**src/rtl/portal_host_driver_if.sv**
```systemverilog
`default_nettype none
// ============================================================================
// Module      : portal_host_driver_if
// Description : Host command/response streams and muxed portal request and
//               indication ports seen by portal_host_driver.
// Revision    : 1.0  initial release
// ============================================================================
interface portal_host_driver_if;
    logic        cmd_valid;
    logic [31:0] cmd_data;
    logic        cmd_ready;

    logic        rsp_valid;
    logic [31:0] rsp_data;
    logic        rsp_ready;

    logic [1:0]  selectRequest;
    logic        EN_request;
    logic [31:0] requestEnqV;
    logic        RDY_requestEnq;

    logic [1:0]  selectIndication;
    logic        EN_indication;
    logic [31:0] indicationData;
    logic        indicationNotEmpty;
    logic        RDY_indication;
    logic [31:0] indIntrChannel;

    logic        err_badchan;

    modport master (
        input  cmd_valid, cmd_data,
        output cmd_ready,
        output rsp_valid, rsp_data,
        input  rsp_ready,
        output selectRequest, EN_request, requestEnqV,
        input  RDY_requestEnq,
        output selectIndication, EN_indication,
        input  indicationData, indicationNotEmpty, RDY_indication, indIntrChannel,
        output err_badchan
    );

    modport slave (
        output cmd_valid, cmd_data,
        input  cmd_ready,
        input  rsp_valid, rsp_data,
        output rsp_ready,
        input  selectRequest, EN_request, requestEnqV,
        output RDY_requestEnq,
        input  selectIndication, EN_indication,
        output indicationData, indicationNotEmpty, RDY_indication, indIntrChannel,
        input  err_badchan
    );
endinterface
`default_nettype wire

```
**src/rtl/portal_host_driver.sv**
```systemverilog
`default_nettype none
// ============================================================================
// Module      : portal_host_driver
// Description : Replays framed host commands into portal request channels and
//               drains interrupting indication channels into framed responses.
// Revision    : 1.0  initial release
// ============================================================================
module portal_host_driver #(
    parameter int unsigned NUM_REQ   = 3,
    parameter int unsigned NUM_IND   = 2,
    parameter int unsigned MAX_BURST = 8
) (
    input  logic                 CLK,
    input  logic                 RST,
    portal_host_driver_if.master bus
);
    localparam int unsigned c_PTR_W = (MAX_BURST > 1) ? $clog2(MAX_BURST) : 1;

    typedef enum logic [1:0] {
        R_IDLE = 2'd0,
        R_DATA = 2'd1,
        R_DROP = 2'd2
    } reqState_t;

    typedef enum logic [1:0] {
        I_IDLE  = 2'd0,
        I_DRAIN = 2'd1,
        I_HDR   = 2'd2,
        I_DATA  = 2'd3
    } indState_t;

    // ---------------- request path ----------------
    reqState_t   r_reqState, w_reqNext;
    logic [7:0]  r_reqCnt, w_reqCntNext;
    logic [1:0]  r_selReq, w_selReqNext;
    logic        w_reqBad;
    logic        w_reqFire;

    always_comb begin
        w_reqNext       = r_reqState;
        w_reqCntNext    = r_reqCnt;
        w_selReqNext    = r_selReq;
        w_reqBad        = 1'b0;
        w_reqFire       = 1'b0;
        bus.cmd_ready   = 1'b0;
        bus.EN_request  = 1'b0;
        bus.requestEnqV = '0;
        case (r_reqState)
            R_IDLE: begin
                // Held low during reset so no header is taken while clearing.
                bus.cmd_ready = !RST;
                if (bus.cmd_valid && !RST && bus.cmd_data[7:0] != 8'd0) begin
                    w_reqCntNext = bus.cmd_data[7:0];
                    if (32'(bus.cmd_data[31:30]) >= NUM_REQ) begin
                        w_reqBad  = 1'b1;
                        w_reqNext = R_DROP;
                    end else begin
                        w_selReqNext = bus.cmd_data[31:30];
                        w_reqNext    = R_DATA;
                    end
                end
            end
            R_DATA: begin
                w_reqFire       = bus.cmd_valid && bus.RDY_requestEnq;
                bus.EN_request  = w_reqFire;
                bus.cmd_ready   = w_reqFire;
                bus.requestEnqV = bus.cmd_data;
                if (w_reqFire) begin
                    w_reqCntNext = r_reqCnt - 8'd1;
                    if (r_reqCnt == 8'd1) w_reqNext = R_IDLE;
                end
            end
            R_DROP: begin
                bus.cmd_ready = 1'b1;
                if (bus.cmd_valid) begin
                    w_reqCntNext = r_reqCnt - 8'd1;
                    if (r_reqCnt == 8'd1) w_reqNext = R_IDLE;
                end
            end
            default: w_reqNext = R_IDLE;
        endcase
    end

    always_ff @(posedge CLK) begin
        if (RST) begin
            r_reqState <= R_IDLE;
            r_reqCnt   <= 8'd0;
            r_selReq   <= 2'd0;
        end else begin
            r_reqState <= w_reqNext;
            r_reqCnt   <= w_reqCntNext;
            r_selReq   <= w_selReqNext;
        end
    end

    assign bus.selectRequest = r_selReq;

    // ---------------- indication path ----------------
    indState_t   r_indState, w_indNext;
    logic [7:0]  r_cnt, w_cntNext;
    logic [7:0]  r_rdPtr, w_rdPtrNext;
    logic [1:0]  r_selInd, w_selIndNext;
    logic        w_indBad;
    logic        w_deq;
    logic [31:0] w_intrIdx;
    logic [31:0] r_buf [MAX_BURST];
    logic        r_err;

    assign w_intrIdx = bus.indIntrChannel - 32'd1;
    assign w_deq     = (r_indState == I_DRAIN) && bus.indicationNotEmpty &&
                       bus.RDY_indication && (32'(r_cnt) < MAX_BURST);

    always_comb begin
        w_indNext         = r_indState;
        w_cntNext         = r_cnt;
        w_rdPtrNext       = r_rdPtr;
        w_selIndNext      = r_selInd;
        w_indBad          = 1'b0;
        bus.EN_indication = w_deq;
        bus.rsp_valid     = 1'b0;
        bus.rsp_data      = '0;
        case (r_indState)
            I_IDLE: begin
                if (bus.indIntrChannel != 32'd0) begin
                    if (w_intrIdx >= NUM_IND) begin
                        w_indBad = 1'b1;
                    end else begin
                        w_selIndNext = w_intrIdx[1:0];
                        w_indNext    = I_DRAIN;
                    end
                end
            end
            I_DRAIN: begin
                if (w_deq) begin
                    w_cntNext = r_cnt + 8'd1;
                end else if (r_cnt == 8'd0) begin
                    w_indNext = I_IDLE;
                end else begin
                    w_indNext = I_HDR;
                end
            end
            I_HDR: begin
                bus.rsp_valid = 1'b1;
                bus.rsp_data  = {r_selInd, 22'b0, r_cnt};
                if (bus.rsp_ready) begin
                    w_rdPtrNext = 8'd0;
                    w_indNext   = I_DATA;
                end
            end
            I_DATA: begin
                bus.rsp_valid = 1'b1;
                bus.rsp_data  = r_buf[r_rdPtr[c_PTR_W-1:0]];
                if (bus.rsp_ready) begin
                    if (r_rdPtr == r_cnt - 8'd1) begin
                        w_cntNext   = 8'd0;
                        w_rdPtrNext = 8'd0;
                        w_indNext   = I_IDLE;
                    end else begin
                        w_rdPtrNext = r_rdPtr + 8'd1;
                    end
                end
            end
            default: w_indNext = I_IDLE;
        endcase
    end

    always_ff @(posedge CLK) begin
        if (RST) begin
            r_indState <= I_IDLE;
            r_cnt      <= 8'd0;
            r_rdPtr    <= 8'd0;
            r_selInd   <= 2'd0;
            r_err      <= 1'b0;
        end else begin
            r_indState <= w_indNext;
            r_cnt      <= w_cntNext;
            r_rdPtr    <= w_rdPtrNext;
            r_selInd   <= w_selIndNext;
            // One shared pulse even when both paths reject a channel together.
            r_err      <= w_reqBad || w_indBad;
        end
    end

    // Capture-only storage; validity is tracked by r_cnt, so no reset needed.
    always_ff @(posedge CLK) begin
        if (w_deq) r_buf[r_cnt[c_PTR_W-1:0]] <= bus.indicationData;
    end

    assign bus.selectIndication = r_selInd;
    assign bus.err_badchan      = r_err;

endmodule
`default_nettype wire

```
**src/flat_wrapper.sv**
```systemverilog
// flat-port wrapper written by rule: the top's interface ports become plain ports
module portal_host_driver_flat 
#(
    parameter int unsigned NUM_REQ   = 3,
    parameter int unsigned NUM_IND   = 2,
    parameter int unsigned MAX_BURST = 8
)
  (CLK, RST, bus_cmd_valid, bus_cmd_data, bus_cmd_ready, bus_rsp_valid, bus_rsp_data, bus_rsp_ready, bus_selectRequest, bus_EN_request, bus_requestEnqV, bus_RDY_requestEnq, bus_selectIndication, bus_EN_indication, bus_indicationData, bus_indicationNotEmpty, bus_RDY_indication, bus_indIntrChannel, bus_err_badchan);
  portal_host_driver_if bus_i ();
  input  logic CLK;
  input  logic RST;
  input wire logic [$bits(bus_i.cmd_valid)-1:0] bus_cmd_valid;
  input wire logic [$bits(bus_i.cmd_data)-1:0] bus_cmd_data;
  output wire logic [$bits(bus_i.cmd_ready)-1:0] bus_cmd_ready;
  output wire logic [$bits(bus_i.rsp_valid)-1:0] bus_rsp_valid;
  output wire logic [$bits(bus_i.rsp_data)-1:0] bus_rsp_data;
  input wire logic [$bits(bus_i.rsp_ready)-1:0] bus_rsp_ready;
  output wire logic [$bits(bus_i.selectRequest)-1:0] bus_selectRequest;
  output wire logic [$bits(bus_i.EN_request)-1:0] bus_EN_request;
  output wire logic [$bits(bus_i.requestEnqV)-1:0] bus_requestEnqV;
  input wire logic [$bits(bus_i.RDY_requestEnq)-1:0] bus_RDY_requestEnq;
  output wire logic [$bits(bus_i.selectIndication)-1:0] bus_selectIndication;
  output wire logic [$bits(bus_i.EN_indication)-1:0] bus_EN_indication;
  input wire logic [$bits(bus_i.indicationData)-1:0] bus_indicationData;
  input wire logic [$bits(bus_i.indicationNotEmpty)-1:0] bus_indicationNotEmpty;
  input wire logic [$bits(bus_i.RDY_indication)-1:0] bus_RDY_indication;
  input wire logic [$bits(bus_i.indIntrChannel)-1:0] bus_indIntrChannel;
  output wire logic [$bits(bus_i.err_badchan)-1:0] bus_err_badchan;
  assign bus_i.cmd_valid = bus_cmd_valid;
  assign bus_i.cmd_data = bus_cmd_data;
  assign bus_cmd_ready = bus_i.cmd_ready;
  assign bus_rsp_valid = bus_i.rsp_valid;
  assign bus_rsp_data = bus_i.rsp_data;
  assign bus_i.rsp_ready = bus_rsp_ready;
  assign bus_selectRequest = bus_i.selectRequest;
  assign bus_EN_request = bus_i.EN_request;
  assign bus_requestEnqV = bus_i.requestEnqV;
  assign bus_i.RDY_requestEnq = bus_RDY_requestEnq;
  assign bus_selectIndication = bus_i.selectIndication;
  assign bus_EN_indication = bus_i.EN_indication;
  assign bus_i.indicationData = bus_indicationData;
  assign bus_i.indicationNotEmpty = bus_indicationNotEmpty;
  assign bus_i.RDY_indication = bus_RDY_indication;
  assign bus_i.indIntrChannel = bus_indIntrChannel;
  assign bus_err_badchan = bus_i.err_badchan;
  portal_host_driver #(.NUM_REQ(NUM_REQ), .NUM_IND(NUM_IND), .MAX_BURST(MAX_BURST)) u_core (.CLK(CLK), .RST(RST), .bus(bus_i));
endmodule
```
**config.mk**
```make
export PLATFORM = sky130hd
export DESIGN_NAME = portal_host_driver_flat
export DESIGN_NICKNAME = d
export VERILOG_FILES = /design/src/rtl/portal_host_driver_if.sv /design/src/rtl/portal_host_driver.sv /design/src/flat_wrapper.sv
export SDC_FILE = /design/constraint.sdc
export NUM_CORES = 1
export LEC_CHECK = 0
export ABC_AREA = 0
export CORE_MARGIN = 2
export CORE_UTILIZATION = 59
export DETAILED_ROUTE_END_ITERATION = 10
export HOLD_SLACK_MARGIN = 0.15
export PLACE_DENSITY = 0.86
export SLEW_MARGIN = 0
export SYNTH_ARGS = -nofsm -noshare
export SYNTH_HDL_FRONTEND = slang
export SYNTH_SLANG_ARGS = --single-unit
```
**constraint.sdc**
```tcl
create_clock -name CLK -period 10.29 [get_ports CLK]
set_clock_uncertainty 0.2 [all_clocks]
set_input_delay 2.5725 -clock CLK [delete_from_list [all_inputs] [get_ports CLK]]
set_output_delay 2.5725 -clock CLK [all_outputs]
set_load 0.01 [all_outputs]
```
==> metrics.md <==
| Metric | Value |
|---|---|
| Worst EP arrival | approximately 4400 ps |
| Clock Latency Late Sink | about 530 ps |
| Max-Cap Viols | 0 |
| Crit-path cells | clkdlybuf4s50_1 -> and2b_2 -> nand4_2 -> clkinv_1 -> clkdlybuf4s50_1 |
| GR Overflow Total | 0 |
| CTS sink count | 292 |
| Finished Layout Cells | 1253 |
| Top cell by count, worst path | clkdlybuf4s50_1 |
| Commonest cells in the netlist | edfxtp_1 (256), nor2_1 (67), mux4_2 (64) |
| Logic gate share of total power | 10.4% |
| Final Net Count | between 1000 and 1500 |
| Synth Instances | 777 |
| Longest Clk Path Bufs | 3 |
| Final min period | 7155 ps |
| Synth top area share | 61.61% |
| Number of hold buffers added after CTS | 0 |
| Sequential power share | approximately 51% |
| Top post-synthesis cells by area | edfxtp_1 (62%), mux4_2 (12%), dfxtp_1 (5.8%), mux2i_1 (2.6%), nor2_1 (2.0%) |
| WS Path Type | in2out |
| Switching part of the total | between 20% and 30% |
| Mean Syn Cell Area | 16.06 sq um |
| Post-CTS Resized | 0 |
| #FFs+latches synth | between 200 and 300 |
| Top-count cell post-synth | edfxtp_1 |
| CTS clk-pin slew, worst paths | roughly 60 ps |
| Vias per cell | between 5 and 6 |
| Synth area leader | edfxtp_1 |
| Slew Viols, Final | 0 |
| First drt pass iteration count | 5 |
| Largest net degree at the start of global routing | 65 |
| Final Cycle Share | a little over two thirds |
| Family with the most delay on the worst path | buffers and inverters |
| Vias | 7500 |
| CTS tree | done |
| Crit path capture type | output pin |
| Port-buffer cells | 175 |
| Ys async rst share | 0% |
| Pwr dens | 165.8 mW/mm^2 |
| Setup repair bufs after CTS | 0 |
| Crit-path max FO | 9 |
| Core ar. | 0.02089 sq mm |
| Routed Antenna Nets | 0 |
| Yosys synthesis warning count | 0 |
| Status | complete, no violations |
| Share of cells above drive strength 1 | 14.42% |
| Worst VDD drop | 0.1507 mV |
| CP Launch Type | input port |
| Post-synth EDFFs | 256 |
| Syn nets | slightly below 900 |
| Worst path buffer plus inverter count | 3 |
| Initial antenna violation count | 0 |
| Power share of the clock group | 38.4% |
| GPL Wtd Cong | 0.8475 |
| Die Span Y | 149.4 um |
| Highest Clock Rate | 139.8 MHz |
| Post-synth cell types | 66 |
| Hold WC Path Type | reg2reg |
| Slew @ Worst Pin | 1001 ps |
| RSZ-0062 raised after global routing | false |
| Antenna Cells | 0 |
| Final hold violations | 0 |
| Rel. slew slack | between 30% and 40% |
| # IOs | 176 |
| Iter 0 DRT Violations | 479 |
| Total Routed Length | 27.08 mm |
| Setup TNS | 0 ps |
| # setup viols final | 0 |
| Seq/Total Area, Yosys | about two thirds |
| Top FF cell, synth | edfxtp_1 |
| Required time worst endpoint | roughly 7500 ps |
| Die W | 149.4 um |
| Initial Util | roughly 60% |
| Overall Global Routing Usage | 24.39% |
| WL/cell | 21.61 um |
| Net switching component of the power | 556.7 uW |
| Utilization after layout | 73.86% |
| First-pass GRT wire length | 41.19 mm |
| HPWL after DPL | 16.05 mm |
| Vias in the first global route | 7531 |
| Pleak | 0.004983 uW |
| Int Power | 2001 uW |
| CP peak stage delay | around 570 ps |
| Htree depth | 1 |
| Placed Cells incl. Taps | 1202 |
| Post-route DRC violation count | 0 |
| Num CTS Buffers | 28 |
| Std-Cell Rows | 53 |
| Post-Syn Area | about 0.012 sq mm |
| Slowest-stage cell, CP | clkdlybuf4s50_1 |
| Root Driver | clkbuf_16 |
| Die Area | 0.02233 sq mm |
| Layout area overhead | 23.66% |
==> per-layer routing <==
layer	part of all wire [%]	wire (um)	track usage [%]
met1	39	10470	31.40
met5	0	0	0
met3	8.1	2192	4.085
met2	50	13660	42.73
met4	2.8	756	7.762
==> metrics by stage <==
stage	area (sq um)	power [uW]	hold slack (ps)	setup WS (ps)
floorplan	12480	1473	240.1	3579
global placement	14550	1592	259.5	3180
detailed placement	14550	1601	270.7	3158
CTS	15430	2571	278.5	3146
global route	15430	2643	304.9	3056
finish	15430	2558	279.8	3135
==> layout by cell type (no fill, tap or decap), types with 11 or more instances in the layout <==
cell type	count
edfxtp_1	256
clkdlybuf4s50_1	175
nor2_1	65
mux4_2	64
nand2_1	37
mux2i_1	33
and2_1	33
dfxtp_1	33
clkbuf_16	29
inv_1	19
a21oi_1	16
buf_4	15
nor3_1	14
o211a_1	13
o21ai_0	11
ha_1	11
==> power groups by stage <==
stage | clock network, uW | registers (uW) | logic (uW)
6_report | 981 | 1310 | 265
2_1_floorplan | 0 | 1330 | 139
3_5_place_dp | 0 | 1340 | 264
4_1_cts | 995 | 1310 | 265
5_1_grt | 1040 | 1310 | 293
3_3_place_gp | 0 | 1340 | 256
==> sequential cells by signal, indices dropped and copies added, names as in the netlist, named ones only <==
register / flops
u_core.bus.selectRequest: 2
u_core.bus.err_badchan: 1
u_core.r_rdPtr: 8
u_core.r_reqCnt: 8
u_core.r_indState: 1
u_core.bus.selectIndication: 2
u_core.r_reqState: 2
u_core.r_buf: 256
u_core.r_cnt: 8
==> worst paths after layout <==
kind                                             start                   to  slack (ps)  depth (start not counted)
worst max-delay path            bus_indicationNotEmpty    bus_EN_indication        3130                          5
worst min-delay path                   u_core.r_cnt[6]      u_core.r_cnt[6]         280                          2
worst max register to register         u_core.r_cnt[3]  u_core.r_buf[3][18]        7000                          7
worst min register to register         u_core.r_cnt[6]      u_core.r_cnt[6]         280                          2
==> layout make-up <==
class / instances / area (sq um)
inverters: 20 / 75.07
multi-input cells: 425 / 3849
clock buffers: 37 / 755.7
flip-flops and latches: 292 / 8414
fillers: 1299 / 5460
repair buffers: 190 / 1864
well taps: 275 / 344.1
clock inverters: 14 / 126.4
==> kinds of logic (layout without fill, tap and decap cells) <==
logic type / Yosys count / count (layout) / share of synthesized area, %
buffers and inverters: 60 / 261 / 2.156
AOI/OAI and AO/OA: 86 / 86 / 5.134
muxes: 97 / 97 / 14.20
and+or+nand+nor: 214 / 214 / 8.825
DFF: 292 / 292 / 67.39
xor gates and xnor gates: 17 / 17 / 1.193
adders and majority gates: 11 / 11 / 1.103
==> worst min-delay path, cell delays in order (launching register included) <==
cell and delay [ps]:
dfxtp_1 340, inv_1 60, nor2_1 40
No activity file was read; power rests on OpenSTA's default activity.
